### config.mk
export PLATFORM = sky130hd
export DESIGN_NAME = serial_add16_ctrl
export DESIGN_NICKNAME = d
export VERILOG_FILES = /design/src/rtl/serial_add16_ctrl.sv
export SDC_FILE = /design/constraint.sdc
export NUM_CORES = 1
export LEC_CHECK = 0
export ABC_AREA = 1
export ABC_CLOCK_PERIOD_IN_PS = 5650
export CAP_MARGIN = 25
export CORE_ASPECT_RATIO = 0.8
export CORE_MARGIN = 5
export CORE_UTILIZATION = 50
export CTS_BUF_LIST = sky130_fd_sc_hd__clkbuf_8
export CTS_CLUSTER_SIZE = 12
export DETAILED_ROUTE_END_ITERATION = 6
export HOLD_SLACK_MARGIN = 0.08
export PLACE_DENSITY = 0.79
export SETUP_SLACK_MARGIN = 0.2
export SLEW_MARGIN = 0
export SYNTH_ARGS = -nofsm -noshare
export SYNTH_HDL_FRONTEND = slang
export SYNTH_SLANG_ARGS = --single-unit
### constraint.sdc
create_clock -name clk -period 5.65 [get_ports clk]
set_input_delay 1.13 -clock clk [delete_from_list [all_inputs] [get_ports clk]]
set_output_delay 1.13 -clock clk [all_outputs]
set_load 0.05 [all_outputs]
### src/rtl/serial_add16_ctrl.sv
// Nibble-serial adder/subtractor: one 4-bit lookahead nibble per clock, LSB first, with a
// ready/valid request side and a ready/valid result side held stable under backpressure.
module serial_add16_ctrl #(
  parameter int unsigned N_NIB = 4
) (
  input  logic             clk,
  input  logic             rst_n,
  input  logic             in_valid,
  output logic             in_ready,
  input  logic [4*N_NIB-1:0] a_in,
  input  logic [4*N_NIB-1:0] b_in,
  input  logic             sub,
  output logic             out_valid,
  input  logic             out_ready,
  output logic [4*N_NIB-1:0] sum,
  output logic             carry,
  output logic             overflow,
  output logic             busy
);

  localparam int unsigned W    = 4 * N_NIB;
  localparam int unsigned IdxW = (N_NIB > 1) ? $clog2(N_NIB) : 1;
  localparam logic [IdxW-1:0] LastIdx = IdxW'(N_NIB - 1);

  typedef enum logic [1:0] {StIdle, StRun, StDone} state_e;

  state_e            state_q, state_d;
  logic [W-1:0]      a_q, a_d;
  logic [W-1:0]      b_q, b_d;
  logic [W-1:0]      sum_q, sum_d;
  logic              carry_reg_q, carry_reg_d;
  logic [IdxW-1:0]   nib_idx_q, nib_idx_d;
  logic [4:0]        nib_res;

  // 4-bit carry-lookahead add; returns {carry_out, sum}.
  function automatic logic [4:0] nib_add(input logic [3:0] x, input logic [3:0] y,
                                         input logic cin);
    logic [3:0] g, p;
    logic [4:0] c;
    g    = x & y;
    p    = x ^ y;
    c[0] = cin;
    c[1] = g[0] | (p[0] & cin);
    c[2] = g[1] | (p[1] & g[0]) | (p[1] & p[0] & cin);
    c[3] = g[2] | (p[2] & g[1]) | (p[2] & p[1] & g[0]) | (p[2] & p[1] & p[0] & cin);
    c[4] = g[3] | (p[3] & g[2]) | (p[3] & p[2] & g[1]) | (p[3] & p[2] & p[1] & g[0])
         | (p[3] & p[2] & p[1] & p[0] & cin);
    return {c[4], p ^ c[3:0]};
  endfunction

  assign nib_res = nib_add(a_q[4*nib_idx_q +: 4], b_q[4*nib_idx_q +: 4], carry_reg_q);

  always_ff @(posedge clk) begin
    if (!rst_n) begin
      state_q     <= StIdle;
      a_q         <= '0;
      b_q         <= '0;
      sum_q       <= '0;
      carry_reg_q <= 1'b0;
      nib_idx_q   <= '0;
    end else begin
      state_q     <= state_d;
      a_q         <= a_d;
      b_q         <= b_d;
      sum_q       <= sum_d;
      carry_reg_q <= carry_reg_d;
      nib_idx_q   <= nib_idx_d;
    end
  end

  always_comb begin
    state_d     = state_q;
    a_d         = a_q;
    b_d         = b_q;
    sum_d       = sum_q;
    carry_reg_d = carry_reg_q;
    nib_idx_d   = nib_idx_q;
    unique case (state_q)
      StIdle: begin
        if (in_valid) begin
          a_d         = a_in;
          b_d         = sub ? ~b_in : b_in;
          carry_reg_d = sub;
          nib_idx_d   = '0;
          state_d     = StRun;
        end
      end
      StRun: begin
        sum_d[4*nib_idx_q +: 4] = nib_res[3:0];
        carry_reg_d             = nib_res[4];
        // Hold the index on the last nibble instead of wrapping.
        if (nib_idx_q == LastIdx) begin
          state_d = StDone;
        end else begin
          nib_idx_d = nib_idx_q + IdxW'(1);
        end
      end
      StDone: begin
        if (out_ready) state_d = StIdle;
      end
      default: state_d = StIdle;
    endcase
  end

  always_comb begin
    in_ready  = (state_q == StIdle);
    busy      = (state_q != StIdle);
    out_valid = (state_q == StDone);
    sum       = sum_q;
    carry     = out_valid & carry_reg_q;
    overflow  = out_valid & (a_q[W-1] == b_q[W-1]) & (sum_q[W-1] != a_q[W-1]);
  end

endmodule

==> results of run 1 <==
==> state kept, by name, summed over array words and instances, names as in the netlist <==
register / cells
carry_reg_q: 1
a_q: 16
b_q: 16
nib_idx_q: 2
state_q: 2
sum: 16
==> per-stage QoR <==
stage / hold WS (ps) / std cells / power, mW / setup WS (ps)
floorplan: 449.5 / 336 / 0.6579 / 2550
global placement: 451.7 / 438 / 0.7345 / 2171
detailed placement: 455.9 / 439 / 0.7460 / 2504
CTS: 469.4 / 446 / 0.9511 / 2628
global route: 488.5 / 446 / 1.008 / 2452
finish: 467.6 / 446 / 0.9478 / 2629
==> worst register-to-register path: cells and delay by family, from the launching register on <==
kind                     cells  cell delay [ps]
buffers and inverters        2              770
AND/OR/NAND/NOR              7              610
AO/OA/AOI/OAI                3              590
adder cells (fa/ha/maj)      1              330
flip-flops                   1              310
==> routing by layer <==
| layer | vias up | GRT usage, % |
|---|---|---|
| li1 | 1206 | - |
| met5 | - | 0 |
| met1 | 1047 | 21.42 |
| met2 | 65 | 28.48 |
| met4 | 0 | 3.746 |
| met3 | 4 | 3.796 |
==> worst max-delay path by stage <==
| stage | endpoint | depth (start not counted) | slack (ps) | start |
|---|---|---|---|---|
| 5_1_grt | overflow | 5 | 2450 | state_q[1]$_SDFFE_PN0P_ |
| 2_1_floorplan | overflow | 4 | 2550 | state_q[1]$_SDFFE_PN0P_ |
| 3_3_place_gp | state_q[1]$_SDFFE_PN0P_ | 3 | 2170 | rst_n |
| 6_report | overflow | 5 | 2630 | state_q[1]$_SDFFE_PN0P_ |
| 4_1_cts | overflow | 5 | 2630 | state_q[1]$_SDFFE_PN0P_ |
| 3_5_place_dp | nib_idx_q[1]$_SDFFE_PN0P_ | 4 | 2500 | rst_n |
==> kinds of logic after synthesis <==
kind of cell,count (synthesis),synth area share (%)
flip-flops,53,40.21
AND/OR/NAND/NOR,134,21.67
AO/OA/AOI/OAI,84,20.10
XOR/XNOR,17,5.643
adder cells (fa/ha/maj),12,5.974
buffers and inverters,36,6.401
==> cell usage after synthesis, types with 3 or more instances <==
| cell | number | area, um^2 |
|---|---|---|
| o21ai_0 | 34 | 170.2 |
| a21oi_1 | 20 | 100.1 |
| clkbuf_1 | 9 | 33.78 |
| a22oi_1 | 3 | 22.52 |
| o22ai_1 | 8 | 50.05 |
| nand2_2 | 3 | 18.77 |
| buf_4 | 5 | 37.54 |
| inv_1 | 13 | 48.80 |
| nor2_2 | 5 | 31.28 |
| ha_1 | 11 | 137.6 |
| xnor2_1 | 15 | 131.4 |
| a211oi_1 | 7 | 52.55 |
| nand4_1 | 5 | 31.28 |
| a211oi_2 | 10 | 125.1 |
| nand3_1 | 7 | 35.03 |
| nor2_1 | 74 | 277.8 |
| nand2_1 | 37 | 138.9 |
| dfxtp_1 | 53 | 1061 |
==> final cells by class <==
cell class              count  area [um^2]  area share, %
repair buffers             59        605.6          18.27
inverters                  18        75.07          2.265
well taps                  62        77.57          2.341
clock inverters             1        3.754         0.1133
multi-input cells         247         1409          42.51
clock buffers               6        82.58          2.492
flip-flops and latches     53         1061          32.01
==> placed cells by master, fill, tap and decap left out, types with 3 or more instances in the layout <==
| cell | instances |
|---|---|
| a211oi_1 | 7 |
| a211oi_2 | 10 |
| a21oi_1 | 20 |
| a22oi_1 | 3 |
| clkbuf_8 | 6 |
| clkdlybuf4s50_1 | 57 |
| dfxtp_1 | 53 |
| ha_1 | 11 |
| inv_1 | 14 |
| nand2_1 | 37 |
| nand2_2 | 3 |
| nand3_1 | 7 |
| nand4_1 | 5 |
| nor2_1 | 74 |
| nor2_2 | 5 |
| o21ai_0 | 34 |
| o22ai_1 | 8 |
| xnor2_1 | 15 |
==> where the power goes <==
group	internal, mW	switching, mW	total (mW)
clock	0.0957	0.114	0.210
combinational	0.117	0.194	0.311
sequential	0.406	0.0210	0.427
==> impl.org, run 1 <==
** Yosys
- Number of synthesis warnings :: 0
- Total nets after synthesis :: 385
- FF+latch count, synth :: 53
- Counting distinct cell types in the post-synthesis netlist gives 31.
- In the synthesized netlist the dominant register cell turns out to be dfxtp_1.
- Summing the sequential cell areas from Yosys gives 40.21% of the chip area.
- Mapped Cells :: 336
- Share of flip-flops with an asynchronous set or reset after synthesis :: 0%
- Number of enable flip-flop cells after synthesis :: 0
- Average instance area after synthesis :: 7.854 um^2
- Post-synth design cell area :: 2639 um^2

** Setup path
- In this run the critical register-to-register path is captured at sum[11]$_SDFFE_PN0P_.
- Endpoint arrival time on the critical path :: 1890 ps
- STA classifies the critical path endpoint as an output port.
- Along the worst path, the maximum fanout reaches 3.
- Family with the most delay on the worst path :: buffers and inverters
- Number of buffer and inverter stages on the critical path :: 2
- Worst reg2reg path depth :: 13
- On the worst path, the slowest cell contributes a delay of 810 ps.
- Sequence of cells on the critical path :: inv_2 > nor2_1 > o21ai_0 > nor2_1 > clkdlybuf4s50_1
- STA puts the critical path data required time at 4520 ps.
- Master of the slowest instance on the critical path :: clkdlybuf4s50_1
- Reg2Reg Setup Slack :: 2920 ps
- Most repeated library cell on the critical path :: nor2_1
- Kind of start point of the critical path :: flop
- R2R Path Start :: nib_idx_q[0]$_SDFFE_PN0P_
- Worst setup path category :: reg -> out

** Clock network
- Clock tree synthesis inserted a total of 5 buffers.
- CTS Hold Bufs :: 0
- Worst-path clk slew :: 100 ps
- CTS tree :: yes
- For this design, the sink count on the clock tree is 53.
- In this run, post-CTS repair resized a total of 0 instances.
- In this run the clock root is driven by a clkbuf_8.
- The H-tree generated during clock tree synthesis spans 2 levels.
- Once the clock tree was built, the setup fixing pass inserted 0 buffers.
- The clock passes through at most 2 buffers.
- The later pin in the worst-skew pair is clocked with a latency of 300 ps.

** STA
- Setup tns final :: 0 ps
- Max frequency :: 331.0 MHz
- Hold violation total from the final report :: 0
- Fin. max-slew vios :: 0
- Slew Limit Headroom :: 39.32%
- At the pin with the least slew margin, the transition time is 907.4 ps.
- Setup repair after global routing missed its margin :: false
- Across the routed clock network, the largest skew measured is 9.776 ps.
- Final critical-path required period :: 3021 ps
- After layout, the worst path uses 53.47% of the clock period.
- Number of setup violations in the final report :: 0

** Final layout
- Share of post-route cells with drive strength above 1 :: 8.073%
- Post-synthesis to final-layout area growth :: 25.60%
- Once layout is done, the placed cells without fillers occupy 3314 um^2.
- In the final design database the tool counted 433 nets.
- The repair_antennas step left the layout with diodes totalling 0.
- The layout has 441 filler cells.
- Once layout is complete, the utilization of the core stands at 65.44%.

** Route
- Total length of routed met2 wires :: 2646 um
- The routed layout has 2322 vias.
- Router iterations before antenna repair :: 4
- DRC violations left :: 0
- The count of nets left with antenna violations once routing finished came out at 0.
- Routed wire per std cell :: 12.76 um
- After detailed routing, the total wire length is 5689 um.
- Met3 WL post-DR :: 405 um
- Highest routed metal layer :: met4
- In the final routing, the length of wire on met1 measures 2604 um.
- After detailed routing, the number of vias per cell comes to 5.206.
- Initial DRC count :: 121

** Placed design
- The wire-length estimate of the detail-placed layout is 4128 um.
- Placer's final routability congestion estimate :: 0.8696
- The placed instances occupy a cell area of 3228 um^2.
- IO Port Bufs :: 57

** Power and ir drop
- Dividing total power by cell area gives a power density of 285.9 nW/um^2.
- IR analysis of the VDD net gives a maximum drop of 0.1482 mV.
- Reported leakage power :: 1.259 nW

** Flow run
- The tool flagged a number of max-cap violations equal to 0.

** Floorplanning
- Initial Utilization :: 52.10%
- Core area :: 5065 um^2
- The die is 74.98 um tall.
- Cell row count :: 23
- Die X :: 91.22 um
- The die covers 6839 um^2.
- I/O pin total :: 58

** Global routing
- Summed over all layers, the global routing overflow is 0.
- The via count of the first global-routing pass came to 2044.
- The initial antenna violation count came to 0.
- Largest net degree at the start of global routing :: 47
- Global-route wire length before repair :: 9252 um
- Global-route usage over all layers :: 16.50%

** Worst hold path
- Hold-critical path endpoint :: sum[14]$_SDFFE_PN0P_
- Min-delay src :: sum[14]$_SDFFE_PN0P_
- Worst hold path cell count :: 2
- Type of the most critical hold path :: reg -> reg

** Status
- The flow ran to the end, and the final reports show no timing, DRC or antenna violations.
(Power assumes the default switching activity.)
==> inputs of run 2 (changes only) <==
Settings changed: ABC_CLOCK_PERIOD_IN_PS 5650 to 3000.
Clock period 5.65 ns to 3 ns, I/O delays scaled along.
==> run 2 against run 1 <==
  * Cell area increased by 0.75%
  * Sequential share of layout area is 0.24 points lower
  * Die area did not move
  * Combinational power up 89%
  * Hold slack lost 2.4 ps
  * Largest cell class unchanged
==> impl.org, run 2 (synthesis gave the netlist of run 1 again) <==
** Status
- The run finished with clean final reports.

** Final layout
- The design area is 3339 um^2 (+0.75%).
- The post-layout net count is 437 (+0.92%).
- Inserted Diodes :: 0 (unchanged)
- The final instance count without filler cells came to 451 (+1.1%).
- From synthesis to final layout, the design area changed by 26.55%.
- The fraction of layout cells with a size suffix above 1 was 9.512% (+1.4 points).
- Leaving out fill and tap cells, the most frequent cell in the layout is nor2_1.
- Util after Layout :: 65.93% (+0.49 points)
- The top cell types in the final layout, fill and taps aside, are 74 x nor2_1, 57 x clkdlybuf4s50_1, 53 x dfxtp_1, 37 x nand2_1, 34 x o21ai_0.

** Setup path
- The largest fanout on the critical path came to 3 (unchanged).
- Delay of the slowest critical-path stage :: 810 ps (about the same)
- The worst setup path is of the reg -> out kind.
- Kind of start point of the critical path :: flop
- The worst setup path is captured at an output port.
- Endpoint arrival time on the critical path :: 1860 ps (-30 ps)
- The slowest stage of the critical path is the clkdlybuf4s50_1 cell.
- The most numerous cell type found on the critical path is nor2_1.
- Traced cell by cell, the critical path runs through inv_2 > nor2_1 > o21ai_0 > nor2_1 > clkdlybuf4s50_1.
- Required time of the worst setup path :: 2400 ps (-2120 ps)

** STA
- The setup clock skew after layout is 3.500 ps (-6.276 ps).
- Final worst setup slack :: 536.0 ps (-2093 ps)
- Final critical-path required period :: 2464 ps
- Max frequency :: 405.8 MHz
- Setup repair after global routing missed its margin :: false
- Worst hold slack after final layout :: 465.2 ps (-2.380 ps)
- Slew of the pin with the lowest slew margin :: 619.7 ps (-287.7 ps)
- Final clock period utilization by the worst path :: 82.13%
- The worst slew margin relative to its limit is 58.64% (+19 points).
- The setup-violating endpoint count in the final report is 0 (unchanged).
- Setup tns final :: 0 ps (unchanged)
- Fin. max-slew vios :: 0 (unchanged)
- Hold violation total from the final report :: 0 (unchanged)

** Floorplanning
- The die outline height was 74.98 um (unchanged).
- Cell row count :: 23 (unchanged)
- Die X :: 91.22 um (unchanged)
- Initial Utilization :: 52.10% (unchanged)
- Total Die Area :: 6839 um^2 (unchanged)
- The boundary pin count came to 58 (unchanged).
- The core area came to 5065 um^2 (unchanged).

** Placed design
- The global placer's final weighted congestion came to 0.8742 (+0.53%).
- Area after DPL :: 3238 um^2 (+0.31%)
- HPWL after detailed placement :: 4167 um (+0.96%)
- The port buffer count was 57 (unchanged).
- Dpl ws :: 680.0 ps (-1824 ps)
- DP Cell Count :: 443 (+0.91%)

** Clock network
- TritonCTS built the clock tree.
- The number of H-tree branching levels came to 2 (unchanged).
- The post-CTS clock slew at the launch and capture registers of the worst setup and hold paths came to 90 ps (about the same).
- Clock latency on the worst-skew pair :: 300 ps (about the same)
- Number of CTS-inserted buffers :: 5 (unchanged)
- The maximum root-to-sink buffer count came to 2 (unchanged).
- CTS placed an instance of clkbuf_8 at the clock tree root.
- Clock Sinks :: 53 (unchanged)
- Number of buffers added for setup after CTS :: 0 (unchanged)
- The number of buffers inserted by hold repair at cts is 0 (unchanged).
- The quantity of gates resized following cts is 0 (unchanged).

** Worst hold path
- The worst hold path belongs to the class reg -> reg.

** Power and ir drop
- PwrDens :: 544.1 nW/um^2 (+90%)
- Maximum vdd drop :: 0.2814 mV (+90%)
- Pwr Total :: 1.817 mW (+92%)
- Reported leakage power :: 1.276 nW (+1.4%)

** Route
- The post-route antenna net violation count was 0 (unchanged).
- DRC violations left :: 0 (unchanged)
- Vias per inst :: 5.188 (-0.34%)
- The violation count after the first detailed-routing iteration came to 101 (-17%).
- The count of vias placed by the detailed router was 2340 (+0.78%).
- The first-pass iteration count of the detailed router came to 4 (unchanged).
- The total detailed-routing wirelength came to 5629 um (-1.1%).
- The wire length per cell after detailed routing came to 12.48 um (-2.2%).

** Global routing
- The via count of the first global-routing pass is 2104 (+2.9%).
- Antenna violations before repair :: 0 (unchanged)
- Largest net degree at the start of global routing :: 47 (unchanged)
- Global-route wire length before repair :: 9384 um (+1.4%)
- The all-layer global routing usage came to 16.59% (+0.094 points).
- The overall overflow remaining after global route was 0 (unchanged).

** Flow run
- Max cap viols :: 0 (unchanged)
[run 2: cell types whose count changed in the layout (fill, tap and decap cells not counted)]
cell	delta
buf_4	+5
buf_16	-1
clkbuf_8	+1
clkinv_2	+1
inv_1	-1
[run 2: power by group]
| part | leakage (nW) | internal (mW) | switching (mW) |
|---|---|---|---|
| logic | 0.787 | 0.222 | 0.365 |
| registers | 0.435 | 0.765 | 0.0341 |
| clock network | 0.0542 | 0.209 | 0.221 |
[run 2: cell type report]
| type | instances | area [um^2] |
|---|---|---|
| tap | 62 | 77.57 |
| clock inverter | 1 | 5.005 |
| multi-input combinational | 247 | 1409 |
| timing repair buffer | 63 | 615.6 |
| fill | 431 | 1725 |
| clock buffer | 7 | 96.34 |
| sequential | 53 | 1061 |
| inverter | 18 | 75.07 |
[run 2: final timing paths]
| path | start | to | slack (ps) | cells after the start |
|---|---|---|---|---|
| max | state_q[1]$_SDFFE_PN0P_ | overflow | 540 | 5 |
| min | sum[8]$_SDFFE_PN0P_ | sum[8]$_SDFFE_PN0P_ | 470 | 2 |
| max reg2reg | nib_idx_q[1]$_SDFFE_PN0P_ | sum[5]$_SDFFE_PN0P_ | 630 | 10 |
| min reg2reg | sum[8]$_SDFFE_PN0P_ | sum[8]$_SDFFE_PN0P_ | 470 | 2 |
[run 2: routing by layer]
layer	vias up	routed length (um)	GRT usage, %
li1	1226	-	-
met1	1051	2650	21.57
met2	57	2544	28.72
met3	6	384	3.497
met4	0	49	4.072
met5	-	0	0
[run 2: worst max-delay path: cells and delay by family, from the launching register on]
family,cells,cell delay (ps)
buffers and inverters,2,860
flip-flops,1,360
AND/OR/NAND/NOR,2,240
AO/OA/AOI/OAI,1,110
